## src/rtl/keypad_scanner.sv

```systemverilog
//------------------------------------------------------------------------------
// keypad_scanner
//
// Scans a 4x4 active-low key matrix, debounces the result and presents an
// 8-bit key code with a registered, glitch-free level `pressed` flag for the
// calculator FSM. One column is driven low at a time for SCAN_DIV cycles; the
// synchronised rows are sampled once per dwell, on the last dwell cycle.
//
// Ports
//   clk        in   1  system clock, rising edge
//   rst        in   1  asynchronous active-low reset
//   row        in   4  matrix rows, active-low, asynchronous to clk
//   col        out  4  column drive, active-low, one-hot-zero
//   key_code   out  8  encoded key, 8'hFF when no key is held
//   pressed    out  1  high while a debounced key is held
//   key_valid  out  1  one-cycle pulse when a press is accepted
//
// Parameters
//   SCAN_DIV        dwell per column in clocks (>= 4, so that the row
//                   synchroniser settles before the dwell's sample)
//   DEBOUNCE_CNT    consecutive equal samples to accept press/release (1..255)
//   REPEAT_SAMPLES  held samples before an auto-repeat
//
// Optional feature
//   KEYPAD_REPEAT_EN  when defined, held digit keys auto-repeat: `pressed`
//                     drops for one dwell and reasserts with a key_valid pulse.
//------------------------------------------------------------------------------
module keypad_scanner #(
   parameter int SCAN_DIV       = 1000,
   parameter int DEBOUNCE_CNT   = 8,
   parameter int REPEAT_SAMPLES = 250
) (
   input  logic       clk,
   input  logic       rst,
   input  logic [3:0] row,
   output logic [3:0] col,
   output logic [7:0] key_code,
   output logic       pressed,
   output logic       key_valid
);

   localparam int              DW         = (SCAN_DIV > 1) ? $clog2(SCAN_DIV) : 1;
   localparam logic [DW-1:0]   DWELL_LAST = DW'(SCAN_DIV - 1);
   localparam logic [DW-1:0]   DWELL_ONE  = {{(DW-1){1'b0}}, 1'b1};
   localparam logic [DW-1:0]   DWELL_ZERO = {DW{1'b0}};
   localparam logic [7:0]      DEB_LIM    = 8'(DEBOUNCE_CNT);
   localparam logic [7:0]      KEY_IDLE   = 8'hFF;
   localparam logic [3:0]      ROW_IDLE   = 4'hF;
   localparam logic [3:0]      COL_RESET  = 4'b1110;

   // Reject parameter values the scan/debounce timing cannot honour.
   if (SCAN_DIV < 4 || DEBOUNCE_CNT < 1 || DEBOUNCE_CNT > 255 || REPEAT_SAMPLES < 1) begin : g_param_check
      $error("keypad_scanner: parameter out of range");
   end

   typedef enum logic [1:0] {
      ST_SCAN     = 2'd0,
      ST_DEBOUNCE = 2'd1,
      ST_HOLD     = 2'd2,
      ST_RLOW     = 2'd3   // auto-repeat low phase, reachable only with repeat enabled
   } state_t;

   // True when exactly one bit of an active-low nibble is low.
   function automatic logic one_low(input logic [3:0] p);
      case (p)
         4'b1110, 4'b1101, 4'b1011, 4'b0111: one_low = 1'b1;
         default:                            one_low = 1'b0;
      endcase
   endfunction

   // Index of the low bit of a one-hot-zero nibble.
   function automatic logic [1:0] low_idx(input logic [3:0] p);
      case (p)
         4'b1110: low_idx = 2'd0;
         4'b1101: low_idx = 2'd1;
         4'b1011: low_idx = 2'd2;
         4'b0111: low_idx = 2'd3;
         default: low_idx = 2'd0;
      endcase
   endfunction

   // Key map: {row, col} -> code.
   function automatic logic [7:0] map_key(input logic [1:0] r, input logic [1:0] c);
      case ({r, c})
         4'h0:    map_key = 8'h01;
         4'h1:    map_key = 8'h02;
         4'h2:    map_key = 8'h03;
         4'h3:    map_key = 8'hF0;
         4'h4:    map_key = 8'h04;
         4'h5:    map_key = 8'h05;
         4'h6:    map_key = 8'h06;
         4'h7:    map_key = 8'hF1;
         4'h8:    map_key = 8'h07;
         4'h9:    map_key = 8'h08;
         4'hA:    map_key = 8'h09;
         4'hB:    map_key = 8'hF2;
         4'hC:    map_key = 8'hFC;
         4'hD:    map_key = 8'h00;
         4'hE:    map_key = 8'hFD;
         4'hF:    map_key = 8'hF3;
         default: map_key = KEY_IDLE;
      endcase
   endfunction

   logic [3:0]    row_meta_q, row_sync_q;
   logic [DW-1:0] dwell_q, dwell_d;
   state_t        state_q, state_d;
   logic [3:0]    col_q, col_d;
   logic [3:0]    row_pat_q, row_pat_d;
   logic [7:0]    deb_cnt_q, deb_cnt_d;
   logic [7:0]    key_code_q, key_code_d;
   logic          pressed_q, pressed_d;
   logic          key_valid_q, key_valid_d;
   logic          sample_s;
   logic [7:0]    deb_inc_s;
   logic [3:0]    col_next_s;
   logic [7:0]    accept_code_s;
`ifdef KEYPAD_REPEAT_EN
   localparam logic [15:0] REP_LIM = 16'(REPEAT_SAMPLES);
   logic [15:0]   rep_cnt_q, rep_cnt_d;
   logic [15:0]   rep_inc_s;
`endif

   assign sample_s  = (dwell_q == DWELL_LAST);
   assign col       = col_q;
   assign key_code  = key_code_q;
   assign pressed   = pressed_q;
   assign key_valid = key_valid_q;

   // Two-flop synchroniser for the asynchronous row inputs.
   always_ff @(posedge clk or negedge rst) begin
      if (!rst) begin
         row_meta_q <= ROW_IDLE;
         row_sync_q <= ROW_IDLE;
      end else begin
         row_meta_q <= row;
         row_sync_q <= row_meta_q;
      end
   end

   // Dwell counter: wraps after the sampling cycle.
   always_comb begin
      dwell_d = dwell_q;
      if (sample_s) begin
         dwell_d = DWELL_ZERO;
      end else begin
         dwell_d = dwell_q + DWELL_ONE;
      end
   end

   // Scanner state and registered outputs.
   always_ff @(posedge clk or negedge rst) begin
      if (!rst) begin
         dwell_q     <= DWELL_ZERO;
         state_q     <= ST_SCAN;
         col_q       <= COL_RESET;
         row_pat_q   <= ROW_IDLE;
         deb_cnt_q   <= 8'd0;
         key_code_q  <= KEY_IDLE;
         pressed_q   <= 1'b0;
         key_valid_q <= 1'b0;
      end else begin
         dwell_q     <= dwell_d;
         state_q     <= state_d;
         col_q       <= col_d;
         row_pat_q   <= row_pat_d;
         deb_cnt_q   <= deb_cnt_d;
         key_code_q  <= key_code_d;
         pressed_q   <= pressed_d;
         key_valid_q <= key_valid_d;
      end
   end

`ifdef KEYPAD_REPEAT_EN
   // Auto-repeat sample counter.
   always_ff @(posedge clk or negedge rst) begin
      if (!rst) begin
         rep_cnt_q <= 16'd0;
      end else begin
         rep_cnt_q <= rep_cnt_d;
      end
   end
`endif

   // Next-state and output logic; everything moves only on a sample cycle.
   always_comb begin
      state_d       = state_q;
      col_d         = col_q;
      row_pat_d     = row_pat_q;
      deb_cnt_d     = deb_cnt_q;
      key_code_d    = key_code_q;
      pressed_d     = pressed_q;
      key_valid_d   = 1'b0;
      deb_inc_s     = deb_cnt_q + 8'd1;
      col_next_s    = {col_q[2:0], col_q[3]};
      // The column is frozen once a candidate is latched, so col_q names the key column.
      accept_code_s = map_key(low_idx(row_sync_q), low_idx(col_q));
`ifdef KEYPAD_REPEAT_EN
      rep_cnt_d     = rep_cnt_q;
      rep_inc_s     = rep_cnt_q + 16'd1;
`endif
      if (sample_s) begin
         case (state_q)
            ST_SCAN: begin
               if (row_sync_q == ROW_IDLE) begin
                  col_d = col_next_s;
               end else if (one_low(row_sync_q)) begin
                  row_pat_d = row_sync_q;
                  // The detecting sample is the first of the debounce run.
                  if (DEB_LIM == 8'd1) begin
                     state_d     = ST_HOLD;
                     deb_cnt_d   = 8'd0;
                     key_code_d  = accept_code_s;
                     pressed_d   = 1'b1;
                     key_valid_d = 1'b1;
                  end else begin
                     state_d   = ST_DEBOUNCE;
                     deb_cnt_d = 8'd1;
                  end
               end else begin
                  // Several keys in one column are ambiguous: skip this column.
                  col_d = col_next_s;
               end
            end
            ST_DEBOUNCE: begin
               if (row_sync_q == row_pat_q) begin
                  if (deb_inc_s == DEB_LIM) begin
                     state_d     = ST_HOLD;
                     deb_cnt_d   = 8'd0;
                     key_code_d  = accept_code_s;
                     pressed_d   = 1'b1;
                     key_valid_d = 1'b1;
                  end else begin
                     deb_cnt_d = deb_inc_s;
                  end
               end else begin
                  state_d   = ST_SCAN;
                  col_d     = col_next_s;
                  deb_cnt_d = 8'd0;
               end
            end
            ST_HOLD: begin
               if (row_sync_q == ROW_IDLE) begin
`ifdef KEYPAD_REPEAT_EN
                  rep_cnt_d = 16'd0;
`endif
                  if (deb_inc_s == DEB_LIM) begin
                     state_d    = ST_SCAN;
                     col_d      = col_next_s;
                     deb_cnt_d  = 8'd0;
                     key_code_d = KEY_IDLE;
                     pressed_d  = 1'b0;
                  end else begin
                     deb_cnt_d = deb_inc_s;
                  end
               end else begin
                  // Any non-idle sample restarts release qualification.
                  deb_cnt_d = 8'd0;
`ifdef KEYPAD_REPEAT_EN
                  if (!key_code_q[7]) begin
                     if (rep_inc_s == REP_LIM) begin
                        state_d   = ST_RLOW;
                        pressed_d = 1'b0;
                        rep_cnt_d = 16'd0;
                     end else begin
                        rep_cnt_d = rep_inc_s;
                     end
                  end else begin
                     rep_cnt_d = 16'd0;
                  end
`endif
               end
            end
`ifdef KEYPAD_REPEAT_EN
            ST_RLOW: begin
               // One dwell has passed with pressed low.
               rep_cnt_d = 16'd0;
               deb_cnt_d = 8'd0;
               if (row_sync_q == ROW_IDLE) begin
                  // Released during the gap: the key is already reported up.
                  state_d    = ST_SCAN;
                  col_d      = col_next_s;
                  key_code_d = KEY_IDLE;
               end else begin
                  state_d     = ST_HOLD;
                  pressed_d   = 1'b1;
                  key_valid_d = 1'b1;
               end
            end
`endif
            default: begin
               state_d    = ST_SCAN;
               col_d      = COL_RESET;
               deb_cnt_d  = 8'd0;
               key_code_d = KEY_IDLE;
               pressed_d  = 1'b0;
            end
         endcase
      end else begin
         state_d = state_q;
      end
   end

endmodule

```

## config.mk

```make
export PLATFORM = sky130hd
export DESIGN_NAME = keypad_scanner
export DESIGN_NICKNAME = d
export VERILOG_FILES = /design/src/rtl/keypad_scanner.sv
export SDC_FILE = /design/constraint.sdc
export NUM_CORES = 1
export LEC_CHECK = 0
export CORE_UTILIZATION = 40
export DETAILED_ROUTE_END_ITERATION = 12
export DONT_BUFFER_PORTS = 1
export GPL_TIMING_DRIVEN = 0
export PLACE_DENSITY = 0.56
export SLEW_MARGIN = 20
export SYNTH_ARGS = -nofsm -noshare
export SYNTH_HDL_FRONTEND = slang
export SYNTH_SLANG_ARGS = --single-unit
```

## constraint.sdc

```tcl
create_clock -name clk -period 2.2 [get_ports clk]
set_input_delay 0.33 -clock clk [delete_from_list [all_inputs] [get_ports clk]]
set_output_delay 0.33 -clock clk [all_outputs]
set_load 0.1 [all_outputs]
```

==> results of run 1 <==
## power by group through the flow
stage               Clock [mW]  Sequential (mW)  Combinational [mW]
finish                   0.633            0.809              0.0633
global route             0.690            0.811              0.0712
CTS                      0.666            0.810              0.0589
detailed placement           0            0.824              0.0347
global placement             0            0.824              0.0343
floorplan                    0            0.822              0.0302
## kinds of logic (layout without fill, tap and decap cells)
group	count (synthesis)	in the layout	share of synthesized area
compound gates	44	44	0.128
xor+xnor	12	12	0.0523
fa+ha+maj	6	6	0.0327
buf+inv	25	45	0.0529
flops	43	43	0.480
mux	10	10	0.0534
simple gates	82	82	0.201
## layout make-up
type / count / area, sq um / share of cell area
Tap cell: 72 / 90.1 / 0.0336
Clock buffer: 5 / 68.8 / 0.0257
Inverter: 14 / 52.6 / 0.0196
Clock inverter: 3 / 47.5 / 0.0177
Buffer: 11 / 68.8 / 0.0257
Multi-Input combinational cell: 154 / 1120 / 0.416
Timing Repair Buffer: 12 / 123 / 0.0458
Sequential cell: 43 / 1110 / 0.416
## final timing paths
| kind | end | depth (start not counted) | slack, ns |
|---|---|---|---|
| setup reg to reg | key_code[1]$_DFFE_PN1P_ | 6 | 0.006 |
| hold reg to reg | row_sync_q[0]$_DFF_PN1_ | 0 | 0.36 |
| min in group asynchronous | deb_cnt_q[2]$_DFFE_PN0P_ | 2 | 0.55 |
| max in group asynchronous | col[3]$_DFFE_PN1P_ | 2 | 1.39 |
| hold / removal | row_sync_q[0]$_DFF_PN1_ | 0 | 0.36 |
| setup / recovery | key_code[1]$_DFFE_PN1P_ | 6 | 0.006 |
## flip-flops by register name (all words and copies together), names as in the netlist
signal	flops
col	4
deb_cnt_q	8
dwell_q	10
key_code	5
key_valid	1
pressed	1
row_meta_q	4
row_pat_q	4
row_sync_q	4
state_q	2
## cell usage in the layout (no fill, tap or decap), types with 6 or more instances in the layout
cell     netlist  routed
o21ai_0        9       9
a21oi_1        7       7
inv_1         14      14
nor2_1        15      15
o31ai_1        6       6
nand2_1       21      20
dfrtp_1       23      22
nand3_1       12      11
dfstp_2       20      17
buf_4          3       9
mux2_2         8       8
## metal layers
| metal | part of all wire | routed length, um |
|---|---|---|
| met1 | 0.50 | 2000 |
| met2 | 0.46 | 1850 |
| met3 | 0.037 | 149 |
| met4 | 0.0052 | 21 |
| met5 | 0 | 0 |
## per-stage QoR
stage / total power, mW / setup TNS, ns / hold slack (ns) / cells
2_1_floorplan: 0.853 / 0 / 0.0344 / 222
3_3_place_gp: 0.858 / -0.178 / 0.0359 / 294
3_5_place_dp: 0.859 / -0.196 / 0.0362 / 294
4_1_cts: 1.53 / -0.00896 / 0.000698 / 305
5_1_grt: 1.57 / -0.250 / 0.363 / 314
6_report: 1.51 / 0 / 0.359 / 314
## worst register-to-register path, delay by kind of cell, from the launching register on
kind / cells / cell delay, ns
compound gates: 1 / 0.17
xor+xnor: 1 / 0.18
fa+ha+maj: 1 / 0.34
buf+inv: 1 / 0.04
flops: 1 / 0.84
mux: 1 / 0.43
simple gates: 1 / 0.15
## synthesized netlist by cell type (2+ instances only)
library cell	instances
o31ai_1	6
nor2_1	15
xnor2_2	2
xor2_1	6
clkbuf_1	4
or3_1	3
a211oi_1	2
nand4b_1	3
buf_6	2
ha_1	6
nand3_1	12
xnor2_1	4
o22a_1	4
dfrtp_1	23
mux2_2	8
a21oi_1	7
o22ai_1	3
a22oi_1	4
o21ai_0	9
inv_1	14
nor2b_1	5
a31oi_1	3
and2_1	5
nand2_1	21
buf_4	3
dfstp_2	20
nand2b_1	5
nand4_1	4
## what timing repair did
action,4_1_cts,5_1_grt
pin swaps,5,4
setup endpoints to repair,5,17
endpoints found under the hold margin,43,4
hold buffers,2,4
gates resized for setup,3,6
setup buffers,1,5
==> flow_summary_export.csv, run 1 <==
group,metric,value,unit
floorplanning,initial_utilization,0.417,
detailed_routing,remaining_drc_errors,0,
setup_path,worstPathCellList,"xor2_1 -> nand3_1 -> ha_1 -> inv_1 -> mux4_2 -> o22a_1",
clock_tree,root_buffer,"clkbuf_8",
grt,grt_util_met3,0.0365,
timing,timing.final.crit_share,0.997,
clock_tree,cts_sinks,43,
hold_path,hold_start,"row_meta_q[0]$_DFF_PN1_",
synthesis,synth_edf_count,0,
synthesis,ys_top_cells_by_area,"dfrtp_1 (25%), dfstp_2 (23%), mux2_2 (3.9%)",
power,p_clk_frac,0.421,
job,maxCapViolCount,0,
layout,diodes,0,
timing,fin_crit,2.19,ns
clock_tree,cts_made_buffers,5,
timing,achievable-frequency,456,MHz
place,placed_area,2400,sq um
setup_path,worstPathMaxFanout,7,
clock_tree,cts_tree,"built",
grt,globalRouteTotalUtil,0.146,
timing,maxSlewViolCount,0,
place,hpwlAfterDp,2.66,mm
detailed_routing,drt-total-wl,4.02,mm
detailed_routing,vias_per_cell,5.21,
layout,fin_util,0.487,
setup_path,critPathKind,"flip-flop to flip-flop",
floorplanning,design.die.area,6040,sq um
power,p_leak,1.14,nW
detailed_routing,vias,1635,
floorplanning,rows,27,
setup_path,crit_required,2.43,ns
setup_path,r2r_start,"col[3]$_DFFE_PN1P_",
power,power.density,562,nW/um^2
power,internal_power,1.18,mW
layout,stdcell_area,2680,sq um
synthesis,synth_top_area_share,0.251,
synthesis,synthCells,222,
synthesis,synth_nets,234,
setup_path,path_buf_inv,1,
setup_path,crit_family,"flip-flops",
synthesis,synth_top_area_cell,"dfrtp_1",
synthesis,synth.distinct_cells,47,
power,power_frac_seq,0.537,
grt,use_met2,0.224,
grt,grt_antenna_before_repair,0,
layout,nFillCells,508,
floorplanning,die_w,77.7,um
layout,nets,253,
synthesis,yosysWarnings,0,
clock_tree,clkSlewWorstSetupHoldPaths,0.09,ns
grt,grt_use_met1,0.201,
floorplanning,boundaryPins,20,
setup_path,crit_start,"col[3]$_DFFE_PN1P_",
layout,drive_above_1_share,0.273,
setup_path,worst_ep_arrival_time,2.42,ns
detailed_routing,first_iter_violations,92,
setup_path,worst_path_largest_cell_delay,0.84,ns
floorplanning,die_h,77.7,um
grt,gr-max-usage-layer,"met2",
place,gp_congestion,0.702,
grt,grt_overflow,0,
power,p_sw,0.329,mW
synthesis,synth_area,2290,sq um
power,swShare,0.218,
detailed_routing,wl_per_cell,12.8,um
grt,grt_pass1_wl,6.90,mm
synthesis,synth_sequential_area_ratio,0.480,
place,dp_slack,-0.0679,ns
detailed_routing,dr.pass1.iters,4,
timing,finalHoldViolCount,0,
timing,fin_ws,0.00606,ns
grt,grt_max_degree,44,
timing,setup_violations,0,
synthesis,synth_flop_cell,"dfrtp_1",
timing,fin_worst_skew,0.00558,ns
clock_tree,clockBufferDepth,2,
detailed_routing,ant_nets,0,
run_status,run_status,"completed",
power,ir_drop,0.477,mV
power,pwr-share-comb,0.042,
layout,area_delta_synth_final,16.8,%
place,port-buffer-count,0,
timing,maxSlewHeadroom,0.412,
floorplanning,coreArea,5510,sq um
synthesis,ys_ff_latch,43,
setup_path,crit_slowest_cell,"dfstp_4",
setup_path,startpoint_type,"flip-flop",
synthesis,syn_avg_cell_area,10.3,sq um
timing,rsz0062_at_grt,"true",
setup_path,end_kind,"flip-flop",
clock_tree,insertion_delay,0.30,ns
clock_tree,h-tree-depth,2,
synthesis,async_reset_ff_frac,1.00,
timing,tightest_slew,0.882,ns
hold_path,hp-class,"flip-flop to flip-flop",
grt,grt_pass1_vias,1485,
No activity file was read; power rests on OpenSTA's default activity.
==> run 2, diff against run 1 <==
--- a/config.mk
+++ b/config.mk
@@ -8,9 +8,7 @@
 export CORE_UTILIZATION = 40
 export DETAILED_ROUTE_END_ITERATION = 12
 export DONT_BUFFER_PORTS = 1
-export GPL_TIMING_DRIVEN = 0
 export PLACE_DENSITY = 0.56
-export SLEW_MARGIN = 20
 export SYNTH_ARGS = -nofsm -noshare
 export SYNTH_HDL_FRONTEND = slang
 export SYNTH_SLANG_ARGS = --single-unit
==> run 2 against run 1 <==
Wire length up 0.32%. Hold slack worse by 0.33 ns. Via count down 2.2%. Count of clock-buffer cells in the layout increased by 1. Sequential share of layout area rose by 1.5 points.
==> flow_summary_export.csv, run 2 (same netlist as run 1, synthesis figures left out) <==
group,metric,value,unit
run_status,run_status,"completed",
power,p_clk_frac,0.363,
power,power.total,1.36,mW
setup_path,worst_ep_arrival_time,2.27,ns
power,p_leak,1.10,nW
layout,nets,249,
detailed_routing,dr.pass1.iters,4,
timing,rsz0062_at_grt,"false",
timing,fin_ws,0.154,ns
clock_tree,insertion_delay,0.30,ns
timing,timing.final.crit_share,0.930,
power,p_sw,0.309,mW
layout,area_delta_synth_final,13.1,%
grt,grt_pass1_wl,6.98,mm
detailed_routing,vias_per_cell,5.16,
timing,holdWs,0.0261,ns
place,placed_cells,297,
timing,maxSlewViolCount,0,
timing,maxSlewHeadroom,0.653,
clock_tree,clkSlewWorstSetupHoldPaths,0.08,ns
place,hpwlAfterDp,2.80,mm
place,placed_area,2450,sq um
place,gp_congestion,0.721,
grt,grt_overflow,0,
timing,fin_crit,2.05,ns
setup_path,startpoint_type,"flip-flop",
setup_path,worstPathCellList,"ha_1 -> and2_1 -> nor4b_4 -> nand4bb_1 -> or3_1 -> o32a_1",
power,power.density,523,nW/um^2
detailed_routing,ant_nets,0,
layout,final_common_cell,"dfrtp_1",
grt,globalRouteTotalUtil,0.147,
power,swShare,0.228,
place,dp_slack,0.170,ns
timing,fin_setup_tns,0,ns
layout,nFillCells,521,
floorplanning,boundaryPins,20,
grt,grt_pass1_vias,1545,
detailed_routing,remaining_drc_errors,0,
layout,drive_above_1_share,0.252,
detailed_routing,drt-total-wl,4.04,mm
detailed_routing,wl_per_cell,13.0,um
floorplanning,design.die.area,6040,sq um
setup_path,worst_path_largest_cell_delay,0.41,ns
job,maxCapViolCount,0,
clock_tree,cts_tree,"built",
setup_path,path_buf_inv,0,
layout,stdcell_area,2590,sq um
floorplanning,coreArea,5510,sq um
setup_path,end_kind,"flip-flop",
layout,largest_register_ffs,10,
setup_path,crit_family,"simple AND/OR/NAND/NOR gates",
setup_path,crit_slowest_cell,"dfrtp_1",
floorplanning,die_w,77.7,um
clock_tree,h-tree-depth,2,
setup_path,crit_start,"deb_cnt_q[0]$_DFFE_PN0P_",
floorplanning,initial_utilization,0.417,
place,port-buffer-count,0,
power,power_frac_seq,0.599,
setup_path,worstPathMaxFanout,5,
timing,fin_worst_skew,0.00768,ns
detailed_routing,vias,1599,
detailed_routing,first_iter_violations,89,
grt,grt_antenna_before_repair,0,
layout,finalNonFillerCells,310,
power,ir_drop,0.367,mV
floorplanning,die_h,77.7,um
layout,top_register,"dwell_q",
timing,achievable-frequency,489,MHz
clock_tree,root_buffer,"clkbuf_8",
layout,fin_util,0.471,
setup_path,critPathKind,"flip-flop to flip-flop",
timing,setup_violations,0,
grt,grt_max_degree,44,
floorplanning,rows,27,
layout,final_cell_mix,"dfrtp_1 (22), nand2_1 (21), dfstp_2 (16), nor2_1 (15), inv_1 (14)",
clock_tree,cts_sinks,43,
timing,tightest_slew,0.520,ns
hold_path,hp-class,"input port to flip-flop",
clock_tree,cts_made_buffers,5,
layout,diodes,0,
power,internal_power,1.05,mW
hold_path,hold_start,"row[1]",
setup_path,r2r_start,"deb_cnt_q[0]$_DFFE_PN0P_",
power,pwr-share-comb,0.037,
setup_path,crit_required,2.43,ns
clock_tree,clockBufferDepth,2,
timing,finalHoldViolCount,0,
clock_tree,post_cts_resized,0,
## run 2: power by group through the flow
stage               combinational [mW]  clock (mW)  sequential, mW
floorplan                       0.0302           0           0.822
global placement                0.0259           0           0.827
detailed placement              0.0262           0           0.828
CTS                             0.0480       0.525           0.814
global route                    0.0572       0.556           0.816
finish                          0.0507       0.493           0.814
## run 2: worst reg2reg max path, cell delays in order, from the launching register on
cell       delay [ns]
dfrtp_1          0.41
ha_1             0.21
and2_1           0.18
nor4b_4          0.32
nand4bb_1        0.16
or3_1            0.34
o32a_1           0.35
## run 2: path summary, 6_finish.rpt
kind	end	slack, ns	depth (start not counted)
setup reg to reg	key_code[2]$_DFFE_PN1P_	0.15	6
max in group asynchronous	row_pat_q[3]$_DFFE_PN1P_	1.43	2
hold reg to reg	row_sync_q[3]$_DFF_PN1_	0.36	0
min in group asynchronous	deb_cnt_q[7]$_DFFE_PN0P_	0.49	2
hold / removal	row_meta_q[1]$_DFF_PN1_	0.03	0
setup / recovery	key_code[2]$_DFFE_PN1P_	0.15	6
## run 2: layout make-up
cell class / instances / area (sq um) / share of cell area
Sequential cell: 43 / 1120 / 0.431
Clock inverter: 2 / 12.5 / 0.00482
Timing Repair Buffer: 19 / 178 / 0.0685
Multi-Input combinational cell: 154 / 1070 / 0.413
Inverter: 14 / 52.6 / 0.0203
Tap cell: 72 / 90.1 / 0.0347
Clock buffer: 6 / 72.6 / 0.0280
## run 2: per-layer routing
layer	vias to the layer above	track usage	routed length, um	part of all wire
met5	-	0	0	0
met4	0	0.0623	63	0.016
met3	7	0.0318	111	0.027
met2	23	0.230	1830	0.45
met1	766	0.197	2030	0.50
li1	803	-	-	-
## run 2: what timing repair did
action | CTS | global route
hold buffers | 2 | 3
hold endpoints to repair | 43 | 3
buffers inserted | 0 | 0
